`src/rtl/imem_loader_pkg.sv`:
```
`default_nettype none
// ============================================================================
// Module      : imem_loader_pkg
// Description : Shared types and frame-layout constants for the imem loader.
// Revision    : 1.0 - initial release
// ============================================================================
package imem_loader_pkg;

    typedef enum logic [2:0] {
        IDLE = 3'd0,
        HDR  = 3'd1,
        DATA = 3'd2,
        CSUM = 3'd3,
        DONE = 3'd4
    } loaderState_t;

    localparam int HDR_BYTES    = 4;
    localparam int WORD_BYTES   = 4;

    // Header word layout: upper half is base word index, lower half is word count.
    localparam int HDR_BASE_MSB = 31;
    localparam int HDR_BASE_LSB = 16;
    localparam int HDR_CNT_MSB  = 15;
    localparam int HDR_CNT_LSB  = 0;

    function automatic logic [15:0] hdrBase(input logic [31:0] hdr);
        return hdr[HDR_BASE_MSB:HDR_BASE_LSB];
    endfunction

    function automatic logic [15:0] hdrCount(input logic [31:0] hdr);
        return hdr[HDR_CNT_MSB:HDR_CNT_LSB];
    endfunction

endpackage
`default_nettype wire

```
`src/rtl/imem_loader_byte_packer.sv`:
```
`default_nettype none
// ============================================================================
// Module      : imem_loader_byte_packer
// Description : Shifts bytes MSB-first into a 32-bit word; pulses wordValid
//               the cycle after the fourth byte of a word lands.
// Revision    : 1.0 - initial release
// ============================================================================
module imem_loader_byte_packer
    import imem_loader_pkg::*;
(
    input  logic        clk,
    input  logic        rst_n,
    input  logic        clear,
    input  logic        byteValid,
    input  logic [7:0]  byteData,
    output logic [31:0] word,
    output logic [1:0]  byteCnt,
    output logic        wordValid
);

    logic [31:0] r_shift;
    logic [1:0]  r_cnt;
    logic        r_wordValid;

    always_ff @(posedge clk or negedge rst_n) begin
        if (!rst_n) begin
            r_shift     <= '0;
            r_cnt       <= '0;
            r_wordValid <= 1'b0;
        end else if (clear) begin
            r_shift     <= '0;
            r_cnt       <= '0;
            r_wordValid <= 1'b0;
        end else begin
            r_wordValid <= byteValid && (r_cnt == 2'(WORD_BYTES - 1));
            if (byteValid) begin
                r_shift <= {r_shift[23:0], byteData};
                r_cnt   <= r_cnt + 2'd1;
            end
        end
    end

    assign word      = r_shift;
    assign byteCnt   = r_cnt;
    assign wordValid = r_wordValid;

endmodule
`default_nettype wire

```
`src/rtl/imem_loader.sv`:
```
`default_nettype none
// ============================================================================
// Module      : imem_loader
// Description : Loads a framed byte stream into instruction memory as 32-bit
//               words, holding the CPU pipeline for the duration of the load.
// Revision    : 1.0 - initial release
// ============================================================================
module imem_loader
    import imem_loader_pkg::*;
#(
    parameter int DEPTH = 128,
    parameter int IDX_W = 7
) (
    input  logic        clk,
    input  logic        rst_n,
    input  logic        start,
    input  logic        in_valid,
    input  logic [7:0]  in_data,
    output logic        in_ready,
    output logic        wr_en,
    output logic [31:0] wr_addr,
    output logic [31:0] wr_data,
    output logic        cpu_hold,
    output logic        busy,
    output logic        done,
    output logic        err
);

    loaderState_t r_state;
    loaderState_t w_nextState;

    logic [31:0] r_wordIdx;
    logic [15:0] r_wordsLeft;
    logic [7:0]  r_csum;
    logic        r_done;
    logic        r_err;

    logic [31:0] w_pkWord;
    logic [1:0]  w_pkCnt;
    logic        w_pkValid;
    logic        w_pkClear;
    logic        w_pkIn;

    logic        w_accept;
    logic        w_startAcc;
    logic        w_hdrDone;
    logic        w_wordDone;
    logic [31:0] w_hdrWord;
    logic        w_inRange;

    assign in_ready   = (r_state == HDR) || (r_state == DATA) || (r_state == CSUM);
    assign busy       = (r_state != IDLE);
    assign cpu_hold   = busy;
    assign w_accept   = in_valid && in_ready;
    assign w_startAcc = start && (r_state == IDLE);

    // The header byte that completes the word is still on in_data, so the
    // header is assembled combinationally and the packer is cleared instead
    // of letting it emit a write pulse for the header.
    assign w_hdrWord  = {w_pkWord[23:0], in_data};
    assign w_hdrDone  = w_accept && (r_state == HDR) && (w_pkCnt == 2'(HDR_BYTES - 1));
    assign w_wordDone = w_accept && (r_state == DATA) && (w_pkCnt == 2'(WORD_BYTES - 1));
    assign w_pkClear  = w_startAcc || w_hdrDone;
    assign w_pkIn     = w_accept && ((r_state == HDR) || (r_state == DATA));

    imem_loader_byte_packer u_packer (
        .clk       (clk),
        .rst_n     (rst_n),
        .clear     (w_pkClear),
        .byteValid (w_pkIn),
        .byteData  (in_data),
        .word      (w_pkWord),
        .byteCnt   (w_pkCnt),
        .wordValid (w_pkValid)
    );

    assign w_inRange = (r_wordIdx[31:IDX_W] == '0) &&
                       ({1'b0, r_wordIdx[IDX_W-1:0]} < (IDX_W + 1)'(DEPTH));

    always_ff @(posedge clk or negedge rst_n) begin
        if (!rst_n) begin
            r_state <= IDLE;
        end else begin
            r_state <= w_nextState;
        end
    end

    always_comb begin
        w_nextState = r_state;
        case (r_state)
            IDLE: if (start) w_nextState = HDR;
            HDR: begin
                if (w_hdrDone) begin
                    w_nextState = (hdrCount(w_hdrWord) == 16'd0) ? CSUM : DATA;
                end
            end
            DATA: if (w_wordDone && (r_wordsLeft == 16'd1)) w_nextState = CSUM;
            CSUM: if (w_accept) w_nextState = DONE;
            DONE: w_nextState = IDLE;
            default: w_nextState = IDLE;
        endcase
    end

    always_ff @(posedge clk or negedge rst_n) begin
        if (!rst_n) begin
            r_wordIdx   <= '0;
            r_wordsLeft <= '0;
            r_csum      <= '0;
            r_done      <= 1'b0;
            r_err       <= 1'b0;
        end else if (w_startAcc) begin
            r_wordIdx   <= '0;
            r_wordsLeft <= '0;
            r_csum      <= '0;
            r_done      <= 1'b0;
            r_err       <= 1'b0;
        end else begin
            if (w_hdrDone) begin
                r_wordIdx   <= {16'd0, hdrBase(w_hdrWord)};
                r_wordsLeft <= hdrCount(w_hdrWord);
            end
            if (w_accept && (r_state == DATA)) begin
                r_csum <= r_csum ^ in_data;
            end
            if (w_wordDone) begin
                r_wordsLeft <= r_wordsLeft - 16'd1;
            end
            // Out-of-range words are still consumed; only the strobe is dropped.
            if (w_pkValid) begin
                r_wordIdx <= r_wordIdx + 32'd1;
                if (!w_inRange) begin
                    r_err <= 1'b1;
                end
            end
            if (w_accept && (r_state == CSUM)) begin
                r_done <= 1'b1;
                if (in_data != r_csum) begin
                    r_err <= 1'b1;
                end
            end
        end
    end

    assign wr_en   = w_pkValid && w_inRange;
    assign wr_addr = {r_wordIdx[29:0], 2'b00};
    assign wr_data = w_pkWord;
    assign done    = r_done;
    assign err     = r_err;

endmodule
`default_nettype wire
```
`config.mk`:
```
export PLATFORM = sky130hd
export DESIGN_NAME = imem_loader
export DESIGN_NICKNAME = d
export VERILOG_FILES = /design/src/rtl/imem_loader_pkg.sv /design/src/rtl/imem_loader_byte_packer.sv /design/src/rtl/imem_loader.sv
export SDC_FILE = /design/constraint.sdc
export NUM_CORES = 1
export LEC_CHECK = 0
export ABC_AREA = 1
export CAP_MARGIN = 20
export CORE_MARGIN = 2
export CORE_UTILIZATION = 56
export DETAILED_ROUTE_END_ITERATION = 10
export GPL_ROUTABILITY_DRIVEN = 0
export GPL_TIMING_DRIVEN = 1
export HOLD_SLACK_MARGIN = 0.15
export PLACE_DENSITY = 0.92
export SETUP_SLACK_MARGIN = 0.5
export SYNTH_ARGS = -nofsm -noshare
export SYNTH_HDL_FRONTEND = slang
export SYNTH_SLANG_ARGS = --single-unit
```
`constraint.sdc`:
```
create_clock -name clk -period 3.51 [get_ports clk]
set_clock_uncertainty 0.05 [all_clocks]
set_input_delay 0.5265 -clock clk [delete_from_list [all_inputs] [get_ports clk]]
set_output_delay 0.5265 -clock clk [all_outputs]
set_load 0.02 [all_outputs]
```
==> impl_metrics.env, run 1 <==
export IMPL_outcome="finished clean"
export IMPL_cp_cell_sequence="nor2_1 -> nand3_1 -> nor2_1 -> nand3_1 -> nor2_1 -> clkdlybuf4s50_1"
export IMPL_reg2reg_depth=10
export IMPL_cpMaxStageDelayCell="clkdlybuf4s50_1"
export IMPL_drt_total_wl_mm=16.20
export IMPL_setup_viol=0
export IMPL_seq_area_frac_synth_pct=40.36
export IMPL_fin_ws_ns=0.7867
export IMPL_worstReg2RegEnd="r_wordIdx[14]$_DFFE_PN0P_"
export IMPL_cellLeakagePower_nw=3.110
export IMPL_coreArea_mm2=0.01032
export IMPL_io_pins=82
export IMPL_crit_arrival_ns=2.15
export IMPL_async_flop_share_pct=100.0
export IMPL_ys_flop_type="dfrtp_1"
export IMPL_crit_path_max_incr_delay_ns=0.61
export IMPL_cts_hold_buf=1
export IMPL_drtAntennaViolNets=0
export IMPL_grt_overflow_total=0
export IMPL_syn_area_per_cell_um2=6.889
export IMPL_place_ws_ns=0.6040
export IMPL_num_antenna_cells=0
export IMPL_crit_top_cell="nor2_1"
export IMPL_post_dp_cell_area_mm2=0.006574
export IMPL_hold_path_depth=2
export IMPL_layout_drive_gt1_share_pct=4.501
export IMPL_cts_setup_buffers=0
export IMPL_first_pass_iters=5
export IMPL_path_clk_slew_ns=0.10
export IMPL_syn_area_mm2=0.005952
export IMPL_final_area_mm2=0.006812
export IMPL_cts_resized=0
export IMPL_die_area_mm2=0.01147
export IMPL_syn_inst=864
export IMPL_cts_sinks=96
export IMPL_rows=37
export IMPL_antenna_found_initial=0
export IMPL_grt_pass1_wl_mm=26.66
export IMPL_worstSetupPathType="register to primary output"
export IMPL_synthTopCellsByCount="nand2_1 (249), nor2_1 (113), dfrtp_1 (96)"
export IMPL_worst_pin_slew_ns=0.5683
export IMPL_vdd_drop_max_uv=678.7
export IMPL_syn_to_final_growth_pct=14.44
export IMPL_holdPathEnd="r_wordsLeft[15]$_DFFE_PN0P_"
export IMPL_report_power_total_mw=5.803
export IMPL_slew_violations=0
export IMPL_grt_max_degree=57
export IMPL_cp_required_ns=2.93
export IMPL_fin_nets=922
export IMPL_powerDensity_mw_per_mm2=851.9
export IMPL_r2r_start="u_packer.byteCnt[0]$_DFFE_PN0P_"
export IMPL_ys_ff_latch=96
export IMPL_grt_setup_unrepaired="no"
export IMPL_dp_hpwl_mm=11.94
export IMPL_cts_root_buf="clkbuf_8"
export IMPL_synth_edf_count=0
export IMPL_r2r_slack_ns=0.95
export IMPL_synth_top_cell_by_area="dfrtp_1"
export IMPL_hold_class="register to register"
export IMPL_path_max_fanout=8
export IMPL_fp_dieH_um=107.1
export IMPL_grt_pass1_vias=5484
export IMPL_cts_tree="done"
export IMPL_portBuffers=79
export IMPL_clockBufferDepth=2
export IMPL_cts_buffers=9
export IMPL_initial_utilization_pct=57.65
export IMPL_insertion_delay_ns=0.37
export IMPL_tns_ns=0
export IMPL_worst_slew_margin_rel_pct=62.03
export IMPL_critPathCaptureType="primary output"
export IMPL_initialDrtViolationCount=616
export IMPL_wl_per_cell_um=15.47
export IMPL_drc=0
export IMPL_hold_viol_final=0
export IMPL_vias=6032
export IMPL_maxCapViolCount=0
export IMPL_fmax_mhz=367.2
export IMPL_htreeDepth=3
export IMPL_synth_most_common_cell="nand2_1"
export IMPL_crit_path_start="r_wordIdx[11]$_DFFE_PN0P_"
export IMPL_period_share_pct=77.59
export IMPL_synth_top_cell_area_share_pct=40.36
export IMPL_cp_start_kind="register"
export IMPL_routed_via_density=5.761
export IMPL_min_from="r_wordsLeft[15]$_DFFE_PN0P_"
export IMPL_die_w_um=107.1
export IMPL_yosys_warnings=0
export IMPL_grt_usage_pct=29.34
export IMPL_synth_distinct_cells=37
export IMPL_final_core_util_pct=65.98
export IMPL_ys_top_cells_by_area="dfrtp_1 (40%), nand2_1 (16%), nor2_1 (7.1%), inv_1 (5.7%), nand3_1 (4.7%)"
export IMPL_layout_min_cycle_time_ns=2.723
export IMPL_final_fill_count=867
## how the worst max path moves through the flow
stage,to,slack [ns]
after floorplan,in_ready,1.70
after global placement,r_wordIdx[14]$_DFFE_PN0P_,0.69
final,wr_en,0.79
after global routing,wr_en,0.69
after CTS,wr_en,0.82
after detailed placement,r_wordIdx[14]$_DFFE_PN0P_,0.60
## where the power goes
group	leakage, nW	switching, mW	internal (mW)	total [mW]
sequential	1.26	0.451	1.49	1.94
clock	0.113	0.418	0.425	0.843
combinational	1.73	1.89	1.13	3.02
## registers in the layout, summed over array words and instances, names as in the netlist
name,cells
r_wordsLeft,16
u_packer.word,32
err,1
u_packer.byteCnt,2
u_packer.wordValid,1
r_csum,8
done,1
r_wordIdx,32
r_state,3
## metal layers
layer	up-vias	wire (um)	share of wire [%]	GRT usage [%]
met4	0	620	3.8	13.36
met3	53	1520	9.4	4.620
met1	2798	6685	41	41.28
met5	-	0	0	0
met2	348	7371	46	44.62
li1	2833	-	-	-
## kinds of logic (layout without fill, tap and decap cells)
kind of cell / Yosys count / after routing / synth area share [%]
AND/OR/NAND/NOR: 467 / 467 / 32.96
AO/OA/AOI/OAI: 138 / 138 / 12.21
adder cells (fa/ha/maj): 4 / 4 / 0.8409
other: 1 / 2 / 0.06300
buffers and inverters: 151 / 197 / 12.51
flip-flops: 96 / 96 / 40.36
XOR/XNOR: 6 / 6 / 0.8829
multiplexers: 1 / 1 / 0.1682
## critical path, delay by kind of cell (launching register included)
family	cells	cell delay, ns
flops	1	0.49
buf+inv	1	0.61
simple gates	5	0.67
## area by class of cell
type	instances	area [um^2]	area share, %
clock buffers	10	137.6	2.021
clock inverters	6	90.09	1.323
inverters	95	359.1	5.272
multi-input cells	618	2809	41.24
flip-flops and latches	96	2402	35.27
well taps	136	170.2	2.498
repair buffers	86	843.3	12.38
## stage by stage
stage	hold WS, ns	cells
finish	0.4476	1047
global route	0.4939	1047
CTS	0.4449	1047
detailed placement	0.4184	1030
global placement	0.4237	1030
floorplan	0.1809	865
## placed cells by master (no fill, tap or decap), types with 2 or more instances in the layout
cell / n
nand2_1: 249
nor2_1: 113
dfrtp_1: 96
inv_1: 90
clkdlybuf4s50_1: 78
nand3_1: 56
o21ai_0: 53
a21oi_1: 41
o21ai_1: 22
nor3_1: 16
nand4_1: 16
o22ai_1: 15
clkbuf_8: 10
buf_4: 7
nor2_4: 4
xor2_1: 4
ha_1: 4
nor2_2: 3
nand3_2: 3
inv_2: 3
nand3b_1: 3
nand2_2: 2
xnor2_1: 2
o21bai_1: 2
conb_1: 2
bufinv_16: 2
inv_6: 2
Power figures use the tool's default switching activity.
==> run 2: changes to the inputs <==
==> constraint.sdc (replaced) <==
create_clock -name clk -period 2.55 [get_ports clk]
set_clock_uncertainty 0.05 [all_clocks]
set_input_delay 0.3825 -clock clk [delete_from_list [all_inputs] [get_ports clk]]
set_output_delay 0.3825 -clock clk [all_outputs]
set_load 0.02 [all_outputs]
==> impl_metrics.env, run 2 (synthesis gave the netlist of run 1 again) <==
export IMPL_io_pins=82
export IMPL_coreArea_mm2=0.01032
export IMPL_grt_pass1_wl_mm=26.27
export IMPL_dp_hpwl_mm=11.72
export IMPL_comb_power_share_pct=54.5
export IMPL_use_met3_pct=5.167
export IMPL_syn_to_final_growth_pct=17.83
export IMPL_antenna_found_initial=0
export IMPL_setup_viol=0
export IMPL_die_w_um=107.1
export IMPL_fp_dieH_um=107.1
export IMPL_insertion_delay_ns=0.38
export IMPL_grt_busiest_layer="met2"
export IMPL_fmax_mhz=490.4
export IMPL_seqPwrFrac_pct=32.5
export IMPL_layout_drive_gt1_share_pct=9.355
export IMPL_p_sw_mw=3.922
export IMPL_tns_ns=0
export IMPL_htreeDepth=3
export IMPL_cp_top_family="simple AND/OR/NAND/NOR gates"
export IMPL_cts_root_buf="clkbuf_8"
export IMPL_routed_via_density=5.759
export IMPL_critPathCaptureType="primary output"
export IMPL_p_clk_share_pct=12.9
export IMPL_cts_sinks=96
export IMPL_cts_buffers=9
export IMPL_cts_tree="done"
export IMPL_cp_start_kind="register"
export IMPL_final_core_util_pct=67.93
export IMPL_worst_pin_slew_ns=0.5656
export IMPL_internal_power_mw=4.231
export IMPL_grt_usage_pct=29.06
export IMPL_use_met2_pct=44.30
export IMPL_path_max_fanout=6
export IMPL_num_antenna_cells=0
export IMPL_grt_max_degree=60
export IMPL_grt_pass1_vias=5419
export IMPL_grt_overflow_total=0
export IMPL_met1_usage_pct=40.33
export IMPL_cp_required_ns=2.12
export IMPL_hold_viol_final=0
export IMPL_crit_top_cell="nor2_1"
export IMPL_rows=37
export IMPL_first_pass_iters=5
export IMPL_vdd_drop_max_uv=775.9
export IMPL_regArea_mm2=0.002420
export IMPL_final_cell_mix="nand2_1 (246), nor2_1 (110), inv_1 (88)"
export IMPL_final_common_cell="nand2_1"
export IMPL_initialDrtViolationCount=604
export IMPL_cpMaxStageDelayCell="dfrtp_2"
export IMPL_drc=0
export IMPL_multi_input_area_mm2=0.002851
export IMPL_drtAntennaViolNets=0
export IMPL_initial_utilization_pct=57.65
export IMPL_hold_class="primary input to async pin"
export IMPL_grt_setup_unrepaired="yes"
export IMPL_cp_cell_sequence="nor2_1 -> nand3_2 -> nor2_2 -> nand3_1 -> nor2_1 -> buf_2"
export IMPL_crit_buf_inv=1
export IMPL_final_fill_count=820
export IMPL_swShare_pct=48.10
export IMPL_cellLeakagePower_nw=3.191
export IMPL_slew_violations=0
export IMPL_maxCapViolCount=0
export IMPL_worst_slew_margin_rel_pct=62.21
export IMPL_clockBufferDepth=2
export IMPL_layout_min_cycle_time_ns=2.039
export IMPL_die_area_mm2=0.01147
export IMPL_outcome="finished clean"
export IMPL_portBuffers=79
export IMPL_worstSetupPathType="register to primary output"
export IMPL_wl_per_cell_um=15.47
export IMPL_path_clk_slew_ns=0.10
export IMPL_crit_path_max_incr_delay_ns=0.45
export IMPL_period_share_pct=79.97
export IMPL_crit_arrival_ns=1.61
export IMPL_vias=6139
export IMPL_powerDensity_mw_per_mm2=1162
export IMPL_drt_total_wl_mm=16.49
export IMPL_fin_nets=941
[run 2: changes by cell type in the layout (fill, tap and decap cells not counted), sizes merged]
cell	previous run	this run
buf	7	28
clkdlybuf4s50	78	74
clkinvlp	1	3
bufinv	2	1
clkbuf	10	9
dlygate4sd2	0	1
dlymetal6s2s	0	1
[run 2: worst paths after layout]
| check | to | depth (start not counted) | start | slack, ns |
|---|---|---|---|---|
| max | wr_en | 6 | r_wordIdx[14]$_DFFE_PN0P_ | 0.51 |
| min | r_wordsLeft[8]$_DFFE_PN0P_ | 2 | rst_n | 0.45 |
| max reg2reg | r_wordsLeft[2]$_DFFE_PN0P_ | 9 | r_state[0]$_DFFE_PN0P_ | 0.62 |
| min reg2reg | r_wordsLeft[15]$_DFFE_PN0P_ | 2 | r_wordsLeft[15]$_DFFE_PN0P_ | 0.45 |
| max in group asynchronous | r_wordIdx[9]$_DFFE_PN0P_ | 3 | rst_n | 1.28 |
| min in group clk | r_wordsLeft[15]$_DFFE_PN0P_ | 2 | r_wordsLeft[15]$_DFFE_PN0P_ | 0.45 |
[run 2: final cells by class]
type                       count  area share [%]
inverter                      95           5.210
clock buffer                   9           1.766
multi-input combinational    618           40.66
clock inverter                 7           1.142
timing repair buffer         105           14.29
tap                          136           2.426
sequential                    96           34.50
[run 2: worst register-to-register path, cell delays in order, from the launching register on]
cell and delay (ns):
dfrtp_2 0.47, nor2_4 0.15, buf_4 0.12, nand3_2 0.16, o21ai_2 0.19, inv_2 0.13
nand2_2 0.20, inv_1 0.19, nand2_1 0.10, o21ai_0 0.07
[run 2: through the flow]
stage	instance area, um^2	power (mW)	instances	setup slack, ns	hold WS [ns]
finish	7013	8.152	1066	0.5109	0.4467
global route	7013	8.718	1066	0.3750	0.4816
CTS	6892	7.909	1056	0.4125	0.4483
detailed placement	6636	6.787	1035	0.2051	0.3304
global placement	6636	6.688	1035	0.3301	0.3284
floorplan	5956	5.424	865	0.8816	0.03691
[run 2: repair_timing]
item | 4_1_cts | 5_1_grt
hold endpoints to repair | 37 | 0
buffers inserted | 4 | 10
pin swaps | 2 | 1
gates resized for setup | 11 | 28
hold buffers | 1 | 0
setup endpoints to repair | 4 | 14
[run 2: power groups by stage]
stage          clock network (mW)  logic [mW]  registers, mW
6_report                     1.06        4.45           2.65
3_3_place_gp                    0        4.04           2.65
4_1_cts                      1.06        4.22           2.62
2_1_floorplan                   0        2.69           2.74
3_5_place_dp                    0        4.14           2.65
5_1_grt                      1.14        4.88           2.70
[run 2: metal layers]
| layer | routed length, um | vias up |
|---|---|---|
| met5 | 0 | - |
| li1 | - | 2866 |
| met4 | 651 | 0 |
| met2 | 7494 | 359 |
| met1 | 6698 | 2854 |
| met3 | 1646 | 60 |
==> RTL edit 1, RTL diff (settings of run 2) <==
The 5 states of `loaderState_t` get a Gray code encoding in 3 bits.
--- a/src/rtl/imem_loader_pkg.sv
+++ b/src/rtl/imem_loader_pkg.sv
@@ -8,9 +8,9 @@
 
     typedef enum logic [2:0] {
-        IDLE = 3'd0,
-        HDR  = 3'd1,
-        DATA = 3'd2,
-        CSUM = 3'd3,
-        DONE = 3'd4
+        IDLE = 3'b000,
+        HDR  = 3'b001,
+        DATA = 3'b011,
+        CSUM = 3'b010,
+        DONE = 3'b110
     } loaderState_t;
 
Function: same outputs for any inputs over 10 cycles, from zero or initial values and one cycle with rst_n low; not proved beyond that.
==> RTL edit 1 against run 2 <==
Utilization decreased by 0.38 points. Die area shrank 0.69%. Sequential cell count stayed put. Critical path depth did not move. Routed wire length up 0.12%. Final area fell by 1.0%. Total power shrank 5.6%. Sequential power is essentially flat. Largest power group unchanged. Synthesized area decreased by 0.71%. Worst setup slack about the same. Global-route usage rose by 0.81 points.
==> RTL edit 1: results (changes against run 2) <==
status: "finished clean"  # unchanged
r2r_start: "r_wordIdx[3]$_DFFE_PN0P_"  # was r_state[0]$_DFFE_PN0P_
synth_cell_types: 33  # was 37
critPathLaunch: "r_wordIdx[26]$_DFFE_PN0P_"  # was r_wordIdx[14]$_DFFE_PN0P_
p_leak_nw: 3.142  # was 3.191 nW
grt_pass1_vias: 5629  # was 5,419
hpwl_mm: 11.97  # was 11.72 mm
worst_pin_slew_ps: 542.4  # was 565.6 ps
root_buffer: "clkbuf_8"  # unchanged
grt_max_degree: 57  # was 60
drt_iter0_markers: 472  # was 604
firstDrtPassIters: 9  # was 5
wl_mm: 16.51  # was 16.49 mm
nets: 919  # was 941
crit_family: "flip-flops"  # was simple AND/OR/NAND/NOR gates
ys_top_cells_by_area: "dfrtp_1 41%, nand2_1 16%, nand3_1 8.2%"  # was dfrtp_1 40%, nand2_1 16%, nor2_1 7.1%
cts_buffers: 9  # unchanged
fin_cells: 1044  # was 1,066
drive_above_1_share: 0.07379  # was 0.09355
grt_pass1_wl_mm: 27.15  # was 26.27 mm
dp_cells: 1024  # was 1,035
peakVddDrop_uv: 772.5  # was 775.9 uV
detail_route.vias_per_cell: 5.723  # was 5.759
synth-seq-area-share: 0.4065  # was 0.4036
slowest_stage: "dfrtp_1"  # was dfrtp_2
synthCells: 848  # was 864
placed_cell_area_um2: 6641  # was 6636 um^2
==> RTL edit 1: cell types whose count changed after synthesis, moves of 7 or more <==
| cell | before | now |
|---|---|---|
| a21oi_1 | 41 | 14 |
| nand3_1 | 56 | 97 |
| o21ai_1 | 22 | 0 |
| o21ai_0 | 53 | 60 |
| nor2_1 | 113 | 100 |
| o31ai_1 | 1 | 14 |
| nor3_1 | 16 | 1 |
==> RTL edit 1: repair_timing <==
item | CTS | global route
pin swaps | 1 | 1
buffers inserted | 1 | 2
resized for setup | 13 | 12
hold endpoints to repair | 40 | 0
hold buffers | 1 | 0
setup endpoints to repair | 4 | 61
==> RTL edit 1: metrics by stage <==
step                utilization  worst slack (ps)  power (mW)  hold slack (ps)
floorplan                     -             862.5       5.032            36.91
global placement         0.6462             356.6       6.265            354.6
detailed placement       0.6462             289.2       6.395            352.6
CTS                      0.6713             387.5       7.595            486.1
global route             0.6756             411.3       8.187            510.1
finish                   0.6756             510.8       7.696            482.1
==> RTL edit 1: worst paths after layout <==
| check | endpoint | slack, ps | depth (start not counted) |
|---|---|---|---|
| worst max register to register | r_wordIdx[17]$_DFFE_PN0P_ | 630 | 7 |
| worst min-delay path | r_wordIdx[11]$_DFFE_PN0P_ | 480 | 2 |
| worst max-delay path | wr_en | 510 | 6 |
| worst min register to register | done$_DFFE_PN0P_ | 490 | 2 |
| max in group asynchronous | r_state[1]$_DFFE_PN0P_ | 1260 | 3 |
| min in group clk | done$_DFFE_PN0P_ | 490 | 2 |
==> RTL edit 1: area by class of cell <==
| class | count | area [um^2] |
|---|---|---|
| Tap cell | 136 | 170.2 |
| Sequential cell | 96 | 2410 |
| Clock buffer | 10 | 137.6 |
| Clock inverter | 6 | 95.09 |
| Multi-Input combinational cell | 603 | 2823 |
| Inverter | 92 | 347.8 |
| Fill cell | 843 | 3334 |
| Timing Repair Buffer | 101 | 959.7 |
==> RTL edit 1: report_power, final <==
group / switching (mW) / internal, mW / total, mW
combinational: 2.40 / 1.48 / 3.88
clock: 0.589 / 0.594 / 1.18
sequential: 0.555 / 2.08 / 2.64
total: 3.54 / 4.15 / 7.70
==> RTL edit 1: cell families (layout without fill, tap and decap cells) <==
logic type | count (synthesis) | count (layout) | share of synthesized area
buffers and inverters | 150 | 209 | 0.1224
AOI/OAI and AO/OA | 108 | 108 | 0.1023
and+or+nand+nor | 479 | 479 | 0.3447
other | 1 | 2 | 0.0006346
DFF | 96 | 96 | 0.4065
muxes | 1 | 1 | 0.001694
adders and majority gates | 4 | 4 | 0.008470
xor gates and xnor gates | 9 | 9 | 0.01334
==> RTL edit 1: metal layers <==
metal,vias to the layer above,GRT usage,share of wire
li1,2810,-,-
met1,2770,0.3783,0.40
met2,349,0.5164,0.50
met3,46,0.05532,0.077
met4,0,0.09740,0.027
met5,-,0,0
==> RTL edit 2, RTL diff (settings of run 2) <==
Made on the original files. The parameter `IDX_W` goes from 7 to 8.
--- a/src/rtl/imem_loader.sv
+++ b/src/rtl/imem_loader.sv
@@ -10,5 +10,5 @@
 #(
     parameter int DEPTH = 128,
-    parameter int IDX_W = 7
+    parameter int IDX_W = 8
 ) (
     input  logic        clk,
Behaviour: unchanged (Yosys induction, for registers that start in step).
==> RTL edit 2 against run 2 <==
Final area is 0.77% lower. Critical path depth is 2 higher. Synthesized area is 1.3% lower. Routed wire length is 3.2% higher. Total power is 8.0% lower. Combinational power is 12% lower. Sequential cell count stayed put. Worst setup slack worse by 81 ps. First-iteration DRC count is 15% lower. Global-route usage is 1.7 points higher. Cell count is 0.19% lower. Hold slack hardly changed.
==> RTL edit 2: results (changes against run 2) <==
r2r_cells: 9  # unchanged
arrival_ps: 1690  # was 1610 ps
synth_cell_types: 32  # was 37
synth_area_per_cell_um2: 6.848  # was 6.889 um^2
multiInputGateArea_um2: 2793  # was 2851 um^2
dp_cells: 1035  # unchanged
fillCellCount: 866  # was 820
nNonClkBuffers: 107  # was 105
hpwl_mm: 12.12  # was 11.72 mm
firstDrtPassIters: 7  # was 5
clock_path_buffers: 2  # unchanged
ff_latch_area_um2: 2411  # was 2420 um^2
detail_route.vias_per_cell: 5.731  # was 5.759
antenna_found_initial: 0  # unchanged
clockBufferCount: 12  # was 9
grt_pass1_vias: 5671  # was 5,419
layout.nonclk_buf_frac: 0.1465  # was 0.1429
synth-compound-area-share: 0.1246  # was 0.1221
overflow: 0  # unchanged
muxShareOfSynthArea: 0.001704  # was 0.001682
final-clk-cell-share: 0.02625  # was 0.02908
cts.repair.resized: 9  # was 11
peakVddDrop_uv: 735.8  # was 775.9 uV
p_leak_nw: 3.270  # was 3.191 nW
hp-class: "register to register"  # was input port to asynchronous set/reset pin
synthXorXnorAreaFrac: 0.008944  # was 0.008829
cts.htree.levels: 3  # unchanged
clkTransAtPathRegs_ps: 90
drive_above_1_share: 0.08728  # was 0.09355
fin_cells: 1064  # was 1,066
synth_fa_ha_area_frac: 0.008518  # was 0.008409
synthTopCellsByCount: "257 x nand2_1, 99 x nor2_1, 96 x dfrtp_1, 95 x inv_1, 66 x nand3_1"  # was 249 x nand2_1, 113 x nor2_1, 96 x dfrtp_1, 90 x inv_1, 56 x nand3_1
num_antenna_cells: 0  # unchanged
wl_per_cell_um: 16.00  # was 15.47 um
multi_input_cells: 607  # was 618
ys_top_cells_by_area: "dfrtp_1 41%, nand2_1 16%, nor2_1 6.3%"  # was dfrtp_1 40%, nand2_1 16%, nor2_1 7.1%
root_buffer: "clkbuf_8"  # unchanged
postCtsSetupRepairBufs: 0  # was 4
place_ws_ps: 169.1  # was 205.1 ps
relSlewSlack: 0.6082  # was 0.6221
synth-seq-area-share: 0.4089  # was 0.4036
nonClockInverterCount: 102  # was 95
grt_use_total: 0.3077  # was 0.2906
status: "finished clean"  # unchanged
grt_pass1_wl_mm: 27.59  # was 26.27 mm
grt_max_degree: 52  # was 60
nets: 939  # was 941
drt_iter0_markers: 514  # was 604
[RTL edit 2: worst paths after layout]
| path | startpoint | to | slack (ps) |
|---|---|---|---|
| worst max-delay path | r_wordIdx[23]$_DFFE_PN0P_ | wr_en | 430 |
| worst min-delay path | r_wordsLeft[15]$_DFFE_PN0P_ | r_wordsLeft[15]$_DFFE_PN0P_ | 450 |
| worst max register to register | r_wordIdx[0]$_DFFE_PN0P_ | r_wordIdx[12]$_DFFE_PN0P_ | 620 |
| worst min register to register | r_wordsLeft[15]$_DFFE_PN0P_ | r_wordsLeft[15]$_DFFE_PN0P_ | 450 |
| max in group asynchronous | rst_n | u_packer.word[28]$_DFFE_PN0P_ | 1310 |
| min in group asynchronous | rst_n | r_wordIdx[3]$_DFFE_PN0P_ | 500 |
[RTL edit 2: metrics by stage]
stage / cell area (um^2) / util
after floorplan: 5879 / -
after global placement: 6633 / 0.6454
after detailed placement: 6633 / 0.6454
after CTS: 6834 / 0.6650
after global routing: 6959 / 0.6771
final: 6959 / 0.6771
[RTL edit 2: critical path, cell delays in order (launching register included)]
cell,delay (ps)
dfrtp_1,470
inv_1,150
nand2_1,70
nor2_1,80
nand2_1,70
nor2_1,130
nand2_2,90
nor2_2,140
buf_6,130
[RTL edit 2: per-layer routing]
layer | global-route usage | wire [um] | vias to the layer above | part of all wire
met1 | 0.4018 | 6741 | 2808 | 0.40
met2 | 0.5009 | 7967 | 383 | 0.47
met5 | 0 | 0 | - | 0
met3 | 0.04537 | 1594 | 60 | 0.094
met4 | 0.1540 | 717 | 0 | 0.042
li1 | - | - | 2847 | -
[RTL edit 2: report_power, final]
part | internal, mW | total (mW) | switching (mW)
combinational | 1.54 | 3.93 | 2.39
clock | 0.411 | 0.963 | 0.551
sequential | 2.04 | 2.61 | 0.568
total | 3.99 | 7.50 | 3.51
